--- src/rtl/disp_pkg.sv ---
// Shared types and sizing helpers for the display scan-out path.
// Plane sizes are derived from the frame geometry; the defaults describe a QCIF frame.
package disp_pkg;

  localparam int DEF_W  = 176;
  localparam int DEF_H  = 144;
  localparam int Y_SIZE = DEF_W * DEF_H;
  localparam int C_SIZE = Y_SIZE / 4;

  typedef enum logic [3:0] {
    S_IDLE,
    S_CHK,
    S_RD_Y0,
    S_RD_Y1,
    S_RD_U,
    S_RD_V,
    S_CAP_V,
    S_CV0,
    S_CV1,
    S_DRAIN
  } scan_state_t;

  typedef struct packed {
    logic sof;
    logic eol;
    logic eof;
  } pix_tag_t;

  typedef struct packed {
    logic [7:0] r;
    logic [7:0] g;
    logic [7:0] b;
    pix_tag_t   tag;
  } fifo_entry_t;

  localparam int ENTRY_W = $bits(fifo_entry_t);

  function automatic int y_size(input int w, input int h);
    return w * h;
  endfunction

  function automatic int c_size(input int w, input int h);
    return (w * h) / 4;
  endfunction

endpackage

--- src/rtl/sync_fifo.sv ---
// Single-clock show-ahead FIFO with occupancy count.
// A push while full is accepted only when a pop frees a slot in the same cycle.
module sync_fifo #(
  parameter int WIDTH = 8,
  parameter int DEPTH = 4
) (
  input  logic                     clk,
  input  logic                     rst_n,
  input  logic                     push,
  input  logic [WIDTH-1:0]         wdata,
  input  logic                     pop,
  output logic [WIDTH-1:0]         rdata,
  output logic                     empty,
  output logic [$clog2(DEPTH):0]   count
);

  localparam int PW = $clog2(DEPTH);

  logic [WIDTH-1:0] mem [DEPTH];
  logic [PW-1:0]    wr_ptr;
  logic [PW-1:0]    rd_ptr;
  logic             full;
  logic             do_push;
  logic             do_pop;

  assign empty   = (count == '0);
  assign full    = (count == (PW + 1)'(DEPTH));
  assign do_pop  = pop && !empty;
  assign do_push = push && (!full || do_pop);
  assign rdata   = mem[rd_ptr];

  // NOTE: the storage array is deliberately not reset; only pointers and count
  // carry state, so stale entries are never visible and the array maps to plain RAM.
  always_ff @(posedge clk) begin
    if (do_push) mem[wr_ptr] <= wdata;
  end

  // NOTE: all state updates use non-blocking assignments so every register
  // samples pre-edge values regardless of statement order.
  always_ff @(posedge clk or negedge rst_n) begin
    if (!rst_n) begin
      wr_ptr <= '0;
      rd_ptr <= '0;
      count  <= '0;
    end else begin
      if (do_push) wr_ptr <= wr_ptr + PW'(1);
      if (do_pop)  rd_ptr <= rd_ptr + PW'(1);
      case ({do_push, do_pop})
        2'b10:   count <= count + (PW + 1)'(1);
        2'b01:   count <= count - (PW + 1)'(1);
        default: count <= count;
      endcase
    end
  end

endmodule

--- src/rtl/yuv420_scan_ctrl.sv ---
// Planar YUV 4:2:0 frame scan-out: fetches one pixel pair per pass through a shared
// byte read port, feeds the external 1-cycle converter and buffers RGB in a small FIFO.
module yuv420_scan_ctrl
  import disp_pkg::*;
#(
  parameter int W  = 176,
  parameter int H  = 144,
  parameter int AW = 17,
  parameter int FD = 4
) (
  input  logic          clk,
  input  logic          rst_n,
  input  logic          start,
  input  logic [AW-1:0] frame_base,
  output logic          mem_rd_en,
  output logic [AW-1:0] mem_addr,
  input  logic [7:0]    mem_rd_data,
  output logic [7:0]    conv_y,
  output logic [7:0]    conv_u,
  output logic [7:0]    conv_v,
  input  logic [7:0]    conv_r,
  input  logic [7:0]    conv_g,
  input  logic [7:0]    conv_b,
  output logic          rgb_valid,
  input  logic          rgb_ready,
  output logic [23:0]   rgb_data,
  output logic          rgb_sof,
  output logic          rgb_eol,
  output logic          rgb_eof,
  output logic          busy,
  output logic          done
);

  localparam int XW = $clog2(W + 1);
  localparam int YW = $clog2(H + 1);
  localparam int CW = $clog2(FD) + 1;

  localparam logic [AW-1:0] Y_BYTES   = AW'(y_size(W, H));
  localparam logic [AW-1:0] C_BYTES   = AW'(c_size(W, H));
  localparam logic [AW-1:0] HALF_W    = AW'(W / 2);
  localparam logic [XW-1:0] LAST_COL  = XW'(W - 2);
  localparam logic [YW-1:0] LAST_ROW  = YW'(H - 1);
  localparam logic [CW:0]   ADMIT_MAX = (CW + 1)'(FD - 2);

  scan_state_t   state;
  logic [AW-1:0] y_ptr;
  logic [AW-1:0] c_row;
  logic [AW-1:0] c_col;
  logic [XW-1:0] col;
  logic [YW-1:0] row;
  logic [7:0]    y0_q;
  logic [7:0]    y1_q;
  logic [7:0]    u_q;

  // Two-stage valid/tag shadow of the converter: stage 1 aligns with conv_* inputs,
  // stage 2 with conv_r/g/b.
  logic          v1;
  logic          v2;
  pix_tag_t      t1;
  pix_tag_t      t2;

  logic [1:0]    inflight;
  logic [CW-1:0] fifo_count;
  logic [CW:0]   occupancy;
  logic          fifo_empty;
  logic          pop;
  logic          last_pair;
  fifo_entry_t   push_entry;
  fifo_entry_t   pop_entry;

  assign inflight  = {1'b0, v1} + {1'b0, v2};
  assign occupancy = {1'b0, fifo_count} + {{(CW - 1){1'b0}}, inflight};
  assign last_pair = (col == LAST_COL) && (row == LAST_ROW);

  assign push_entry = '{r: conv_r, g: conv_g, b: conv_b, tag: t2};

  sync_fifo #(
    .WIDTH (ENTRY_W),
    .DEPTH (FD)
  ) u_fifo (
    .clk   (clk),
    .rst_n (rst_n),
    .push  (v2),
    .wdata (push_entry),
    .pop   (pop),
    .rdata (pop_entry),
    .empty (fifo_empty),
    .count (fifo_count)
  );

  // Output fields are gated with valid so the unreset FIFO storage never leaks out.
  assign rgb_valid = !fifo_empty;
  assign pop       = rgb_valid && rgb_ready;
  assign rgb_data  = rgb_valid ? {pop_entry.r, pop_entry.g, pop_entry.b} : 24'd0;
  assign rgb_sof   = rgb_valid && pop_entry.tag.sof;
  assign rgb_eol   = rgb_valid && pop_entry.tag.eol;
  assign rgb_eof   = rgb_valid && pop_entry.tag.eof;
  assign done      = (state == S_DRAIN) && pop && pop_entry.tag.eof;

  always_ff @(posedge clk or negedge rst_n) begin
    if (!rst_n) begin
      state     <= S_IDLE;
      busy      <= 1'b0;
      mem_rd_en <= 1'b0;
      mem_addr  <= '0;
      conv_y    <= '0;
      conv_u    <= '0;
      conv_v    <= '0;
      y_ptr     <= '0;
      c_row     <= '0;
      c_col     <= '0;
      col       <= '0;
      row       <= '0;
      y0_q      <= '0;
      y1_q      <= '0;
      u_q       <= '0;
      v1        <= 1'b0;
      v2        <= 1'b0;
      t1        <= '0;
      t2        <= '0;
    end else begin
      v1 <= 1'b0;
      v2 <= v1;
      t2 <= t1;
      case (state)
        S_IDLE: begin
          if (start) begin
            state <= S_CHK;
            busy  <= 1'b1;
            y_ptr <= frame_base;
            c_row <= frame_base + Y_BYTES;
            c_col <= '0;
            col   <= '0;
            row   <= '0;
          end
        end
        // Admit a pair only when both of its pushes are guaranteed a FIFO slot.
        S_CHK: begin
          if (occupancy <= ADMIT_MAX) begin
            state     <= S_RD_Y0;
            mem_rd_en <= 1'b1;
            mem_addr  <= y_ptr;
          end
        end
        S_RD_Y0: begin
          state    <= S_RD_Y1;
          mem_addr <= y_ptr + AW'(1);
        end
        S_RD_Y1: begin
          state    <= S_RD_U;
          y0_q     <= mem_rd_data;
          mem_addr <= c_row + c_col;
        end
        S_RD_U: begin
          state    <= S_RD_V;
          y1_q     <= mem_rd_data;
          mem_addr <= c_row + c_col + C_BYTES;
        end
        S_RD_V: begin
          state     <= S_CAP_V;
          u_q       <= mem_rd_data;
          mem_rd_en <= 1'b0;
        end
        S_CAP_V: begin
          state  <= S_CV0;
          conv_y <= y0_q;
          conv_u <= u_q;
          conv_v <= mem_rd_data;
          v1     <= 1'b1;
          t1     <= '{sof: (row == '0) && (col == '0), eol: 1'b0, eof: 1'b0};
        end
        S_CV0: begin
          state  <= S_CV1;
          conv_y <= y1_q;
          v1     <= 1'b1;
          t1     <= '{sof: 1'b0, eol: (col == LAST_COL), eof: last_pair};
        end
        S_CV1: begin
          state <= last_pair ? S_DRAIN : S_CHK;
          y_ptr <= y_ptr + AW'(2);
          if (col == LAST_COL) begin
            col   <= '0;
            c_col <= '0;
            row   <= row + YW'(1);
            // Even and odd rows share a chroma line; step it after the odd row.
            if (row[0]) c_row <= c_row + HALF_W;
          end else begin
            col   <= col + XW'(2);
            c_col <= c_col + AW'(1);
          end
        end
        S_DRAIN: begin
          if (done) begin
            state <= S_IDLE;
            busy  <= 1'b0;
          end
        end
        default: state <= S_IDLE;
      endcase
    end
  end

endmodule
--- config.mk ---
export PLATFORM = sky130hd
export DESIGN_NAME = yuv420_scan_ctrl
export DESIGN_NICKNAME = d
export VERILOG_FILES = /design/src/rtl/disp_pkg.sv /design/src/rtl/sync_fifo.sv /design/src/rtl/yuv420_scan_ctrl.sv
export SDC_FILE = /design/constraint.sdc
export NUM_CORES = 1
export LEC_CHECK = 0
export ABC_AREA = 1
export CAP_MARGIN = 20
export CORE_MARGIN = 1
export CORE_UTILIZATION = 52
export CTS_BUF_LIST = sky130_fd_sc_hd__clkbuf_4 sky130_fd_sc_hd__clkbuf_8 sky130_fd_sc_hd__clkbuf_16
export DETAILED_ROUTE_END_ITERATION = 10
export PLACE_DENSITY_LB_ADDON = 0.12
export SKIP_LAST_GASP = 1
export SLEW_MARGIN = 20
export SYNTH_ARGS = -nofsm -noshare
export SYNTH_HDL_FRONTEND = slang
export SYNTH_SLANG_ARGS = --single-unit
--- constraint.sdc ---
create_clock -name clk -period 2.36 [get_ports clk]
set_input_delay 0.354 -clock clk [delete_from_list [all_inputs] [get_ports clk]]
set_output_delay 0.354 -clock clk [all_outputs]
set_load 0.005 [all_outputs]
# Word level (Yosys, flattened, before mapping)
# Memory sizes are Yosys's and may differ from the RTL's.
# Cells that the tools add are included.
# W data, S select, Z words.
[totals] reg_bits=153 ram_bits=108 inputBits=53 output_inout_bits=72 wordCells=126 memories=1
[memory_table] memory="u_fifo.mem" depth=4 word_bits=27 read_ports=1 rd_clocked_by_memory_dff=0 write_ports=1 line_no="sync_fifo.sv:19" rtl="logic [WIDTH-1:0] mem [DEPTH];"
[op_classes] addsub=15 n_lt_le_gt_ge=1 n_eq_ne=19 muxes=33 reduce_logical=31
[op_table] cell="$mux W17" n=7
[op_table] cell="$pmux W17 S2" n=3
[op_table] cell="$pmux W17 S4" n=1
[op_table] cell="$pmux W8 S2" n=3
[op_table] cell="$pmux W4 S10" n=1
[op_table] cell="$add A17 B1 Y17 const B" n=2
[op_table] cell="$mux W24" n=1
[op_table] cell="$mux W8" n=3
[op_table] cell="$add A17 B13 Y17 const B" n=1
[op_table] cell="$add A17 B15 Y17 const B" n=1
[op_table] cell="$add A17 B17 Y17" n=1
[op_table] cell="$add A17 B2 Y17 const B" n=1
[op_table] cell="$add A17 B7 Y17 const B" n=1
[op_table] cell="$eq A4 B3 Y1 const B" n=4
[op_table] cell="$eq A8 B8 Y1 const B" n=2
[op_table] cell="$logic_not A8 Y1" n=2
[op_table] cell="$mux W4" n=4
[op_table] cell="$pmux W3 S2" n=2
[op_table] cell="$logic_and A1 B1 Y1" n=10
[op_table] cell="$ne A2 B2 Y1 const B" n=5
[op_table] cell="$reduce_bool A2 Y1" n=5
[op_table] cell="$reduce_and A3 Y1" n=3
[op_table] cell="$add A8 B1 Y8 const B" n=1
[op_table] cell="$add A8 B2 Y8 const B" n=1
[op_table] cell="22 further kinds" n=34

# Longest topological paths before layout
[logic_depth] depth_word=8 ltp_mapped=19 ltp_nobuf=19

# Modules after synthesis
# From an unflattened synthesis, not the netlist that was laid out.
[unflattened] cells_unflattened=1552 area_unflattened_um2=13459.2
[modules_own_cells] module="yuv420_scan_ctrl" instances=1 cells_per_inst=1235 area_each_um2=9012.4 seq_area_each_um2=3628.5
[modules_own_cells] module="sync_fifo" instances=1 cells_per_inst=317 area_each_um2=4446.8 seq_area_each_um2=3418.3

# Least setup slack after synthesis
# No wires, ideal clock.
[synth_timing] path_type="register to register" start="register u_fifo.count[0]" end="memory u_fifo.mem[0][0] (netlist name), enable pin" setup_ns=0.411 t_arrival_ns=2.044 required_ns=1.949 path_slack_ns=-0.095 path_stages_with_launch=5 n_path_buf=0 period_less_slack_ns=2.455 path_cell_list="dfrtp_1 -> nor2_1 -> a31oi_1 -> inv_1 -> nor2_1"
[synth_via] elab_chain_cells=8 word_cells_on_any_way=10 cone_classes="eq/ne (1); mux (2); reduce/logical (7)"
[synth_lines] item="from (decl)" line_no="sync_fifo.sv:14" rtl="output logic [$clog2(DEPTH):0] count"
[synth_lines] item="from (signal assigned)" line_no="sync_fifo.sv:49" rtl="2'b10: count <= count + (PW + 1)'(1);"
[synth_lines] item="from (signal assigned)" line_no="sync_fifo.sv:50" rtl="2'b01: count <= count - (PW + 1)'(1);"
[synth_lines] item="from (signal assigned)" line_no="sync_fifo.sv:51" rtl="default: count <= count;"
[synth_lines] item="$logic_not A3 Y1" line_no="sync_fifo.sv:26" rtl="assign empty = (count == '0);"
[synth_lines] item="$logic_not A1 Y1" line_no="sync_fifo.sv:28, yuv420_scan_ctrl.sv:92"
[synth_lines] item="$logic_and A1 B1 Y1" line_no="yuv420_scan_ctrl.sv:93" rtl="assign pop = rgb_valid && rgb_ready;"
[synth_lines] item="$logic_and A1 B1 Y1" line_no="sync_fifo.sv:28" rtl="assign do_pop = pop && !empty;"
[synth_lines] item="$logic_or A1 B1 Y1 *" line_no="sync_fifo.sv:29" rtl="assign do_push = push && (!full || do_pop);"
[synth_lines] item="$logic_and A1 B1 Y1 *" line_no="sync_fifo.sv:29"
[synth_lines] item="$mux W1 *" line_no="sync_fifo.sv:35" rtl="if (do_push) mem[wr_ptr] <= wdata;"
[synth_lines] item="$mux W1 (not written as such) *" line_no="sync_fifo.sv:35"
[synth_lines] item="to (decl)" line_no="sync_fifo.sv:19"
# Every way passes the cells marked *; elsewhere a longest branch is shown, timed or not.

# Worst setup path after layout
[layout_timing] start="register u_fifo.rd_ptr[0]" end="output port rgb_data[19]"
[layout_via] elab_chain_cells=2
[layout_lines] item="from (decl)" line_no="sync_fifo.sv:21" rtl="logic [PW-1:0] rd_ptr;"
[layout_lines] item="from (signal assigned)" line_no="sync_fifo.sv:47" rtl="if (do_pop) rd_ptr <= rd_ptr + PW'(1);"
[layout_lines] item="$mem_v2 Z4 W27"
[layout_lines] item="$mux W24" line_no="yuv420_scan_ctrl.sv:94" rtl="assign rgb_data = rgb_valid ? {pop_entry.r, pop_entry.g, pop_entry.b} : 24'd0;"
[layout_lines] item="to (decl)" line_no="yuv420_scan_ctrl.sv:26" rtl="output logic [23:0] rgb_data,"
# Every way passes these cells.

==> metrics.md <==
| Metric | Value |
|---|---|
| Status | complete, but fails checks |
| Violated checks | negative setup slack |
| Post-Syn Area | 13300 um2 |
| H-tree depth | 1 |
| Drt via density | 5.42 |
| Critical path class | register to output pin |
| Port Buffers | 124 |
| Mapped Cells | 1534 |
| Final Setup Violations | 24 |
| Diode count | 0 |
| Clock share of power | 0.180 |
| Post-synth top flop | dfrtp_1 |
| Cell with the most instances after synthesis | nand2_1 |
| Distinct cells, synth | 57 |
| Final worst-path cycle share | 1.06 |
| Sw Share | 0.413 |
| Worst hold path type | input pin to asynchronous set/reset pin |
| Setup Slack @ Placement | -90.3 ps |
| Clock transition at path regs | approximately 60 ps |
| DIE AREA | between 20000 and 30000 um2 |
| Starting DRT DRC Count | 773 |
| Crit path cell chain | buf_12, nor2_1, nor2_1, o21ai_0, a21oi_1, clkdlybuf4s50_1 |
| Nets | 1818 |
| Sink Count | 260 |
| Max Slew Vio Count | 0 |
| Register-to-register setup slack | -60 ps |
| Yosys warns | 0 |
| Endpoint type of the worst setup path | output pin |
| Relative slew margins | 0.617 |
| Int Pwr | 0.0142 W |
| Gate power share | 0.524 |
| Core Area | 25200 um2 |
| Syn_nets | about 1600 |
| Row cnt | 58 |
| Remaining global-route overflow | 0 |
| Unrepaired setup endpoints after global routing | true |
| Worst skew pair latency | 550 ps |
| Synth cell count leaders | nand2_1, nor2_1, inv_1 |
| Synth Register Bits | 260 |
| Post-layout util | 0.671 |
| WL final | approximately 34000 um |
| Slowest stage delay, CP | 530 ps |
| Period minus WS final | ~2500 ps |
| Pin count of the biggest net entering global routing | 59 |
| Filler cell count | 2062 |
| Die H | 162 um |
| CP max-delay cell | clkdlybuf4s50_1 |
| Starting Density | 0.530 |
| I/O pins | between 100 and 150 |
| CTS tree | built |
| Layout cells sized above 1 | 0.162 |
| First-pass iteration count of the detailed router | 5 |
| Crit Path Max Fanout | 20 |
| Total global routing track utilization | 0.259 |
| CP required | between 2000 and 2500 ps |
| Initial antenna violation count | 0 |
| Setup TNS | -2180 ps |
| First-pass GRT wire length | 54800 um |
| Final Hold Vio Count | 0 |
| Yosys top cell by area | dfrtp_1 |
| Worst Path Arrival | 2150 ps |
| Total chip power | around 0.024 W |
| Avg Synthesized Cell Area | 8.70 um2 |
| Vias post-DR | 11300 |
| Setup ws final | -141 ps |
| Post-synth EDFFs | 108 |
| Max Freq | 400 MHz |
| Seq pwr share | 0.297 |
| Die W | 162 um |
| DRT antenna net count | 0 |
| Drc violations | 0 |
| Vias in the first global route | 10800 |
| Root Buffer | clkbuf_16 |
| Post-synthesis sequential area ratio | 0.528 |
| Drt wl/cell | 16.4 um |
| Pleak | 7.30 nW |
| Min Hold Slack | 329 ps |
| Worst r2r dst | mem_addr[14]$_DFFE_PN0P_ |
| Worst r2r src | c_row[0]$_DFFE_PN0P_ |
| Psw | 0.00998 W |
| Critical Path Start Type | register |
| VDD IR max | 0.630 mV |
| Hpwl dp | 23600 um |
| R2R cell count | 18 |
| Pwr/cell area | 1430 nW/um2 |
| Max_cap viols | 0 |
| RePlAce Congestion | just over 0.9 |
| Area delta synth->final | 26.6% |
| Synth area leaders | dfrtp_1, edfxtp_1, nand2_1 |
| CP dominant cell by count | nor2_1 |
| Post-synth ARST share | 0.585 |
| CTS buffer count | 28 |
| Yosys top cell area share | 0.285 |
| Clock buffer depth | 3 |
| Slew @ Worst Pin | ~570 ps |
| Fin Clk Skew | 9.42 ps |
[cell usage in the layout, fill, tap and decap left out, types with 10 or more instances in the layout]
cell type / n
nand2_1: 299
nor2_1: 169
inv_1: 151
dfrtp_1: 150
o21ai_0: 148
clkdlybuf4s50_1: 114
edfxtp_1: 108
a21oi_1: 82
buf_4: 72
nand3_1: 69
clkbuf_16: 29
nand2_2: 27
nor2_2: 23
xor2_1: 21
ha_1: 20
o21ai_1: 19
nor3_1: 16
nand3_2: 15
nand4_1: 14
nand2_4: 12
inv_2: 12
a31oi_1: 12
o211ai_1: 12
o22ai_1: 12
clkbuf_4: 10
[per-stage QoR]
| stage | cells | cell area, um2 |
|---|---|---|
| after floorplan | 1534 | 13400 |
| after global placement | 2009 | 15400 |
| after detailed placement | 2009 | 15400 |
| after CTS | 2071 | 16500 |
| after global routing | 2082 | 16900 |
| final | 2082 | 16900 |
[cell families after synthesis]
| logic type | synth area share |
|---|---|
| AOI/OAI and AO/OA | 0.136 |
| xor gates and xnor gates | 0.0171 |
| adders and majority gates | 0.0326 |
| buffers and inverters | 0.0650 |
| DFF | 0.528 |
| and+or+nand+nor | 0.221 |
[power groups by stage]
| stage | logic [W] | registers (W) | clock network, W |
|---|---|---|---|
| 6_report | 0.0126 | 0.00717 | 0.00434 |
| 5_1_grt | 0.0140 | 0.00733 | 0.00459 |
| 4_1_cts | 0.0116 | 0.00710 | 0.00442 |
| 3_5_place_dp | 0.0112 | 0.00717 | 0 |
| 3_3_place_gp | 0.0110 | 0.00712 | 0 |
| 2_1_floorplan | 0.00700 | 0.00702 | 0 |
[final cells by class]
type                    count  area (um2)  share of cell area
inverters                 171         654              0.0387
well taps                 330         413              0.0244
clock buffers              40         803              0.0475
repair buffers            214        2080               0.123
repair inverters            1        7.51            0.000444
clock inverters            10         113             0.00666
flip-flops and latches    260        7050               0.417
multi-input cells        1056        5780               0.342
[worst max-delay path by stage]
| stage | end | from | depth (start not counted) | slack (ps) |
|---|---|---|---|---|
| 6_report | rgb_data[19] | u_fifo.rd_ptr[0]$_DFFE_PN0P_ | 6 | -140 |
| 5_1_grt | rgb_data[5] | u_fifo.rd_ptr[0]$_DFFE_PN0P_ | 6 | -280 |
| 4_1_cts | rgb_data[5] | u_fifo.rd_ptr[0]$_DFFE_PN0P_ | 6 | -200 |
| 3_5_place_dp | mem_addr[14]$_DFFE_PN0P_ | c_row[0]$_DFFE_PN0P_ | 17 | -90 |
| 3_3_place_gp | mem_addr[16]$_DFFE_PN0P_ | c_row[0]$_DFFE_PN0P_ | 17 | -20 |
| 2_1_floorplan | u_fifo.mem[0][0]$_DFFE_PP_ | u_fifo.count[0]$_DFFE_PN0P_ | 4 | -90 |
[critical path: cells and delay by family, from the launching register on]
kind | cells | cell delay [ps]
buffers and inverters | 2 | 710
flip-flops | 1 | 470
AO/OA/AOI/OAI | 2 | 250
AND/OR/NAND/NOR | 2 | 150
[what timing repair did]
item                                   CTS  global route
resized for setup                       38            66
endpoints found under the hold margin   54             0
pin swaps                               17            32
buffers inserted                        11             9
cloned                                   0             3
setup endpoints to repair               38            47
hold buffers                             1             0
[registers in the layout, indices dropped and copies added (netlist names), 2 cells and up]
name	cells
u_fifo.mem	108
c_col	17
c_row	17
mem_addr	17
y_ptr	17
conv_u	8
conv_v	8
conv_y	8
row	8
u_q	8
y0_q	8
y1_q	8
col	7
state	4
push_entry	3
t1	3
u_fifo.count	3
u_fifo.rd_ptr	2
u_fifo.wr_ptr	2
[layer usage]
metal | vias to the layer above | global-route usage | wire length [um] | part of all wire
met3 | 52 | 0.0403 | 2050 | 0.060
met4 | 0 | 0.0673 | 709 | 0.021
met2 | 304 | 0.431 | 16200 | 0.47
met5 | - | 0 | 0 | 0
met1 | 5394 | 0.353 | 15200 | 0.44
li1 | 5542 | - | - | -
Note: power is estimated with default switching activity, not from simulation.
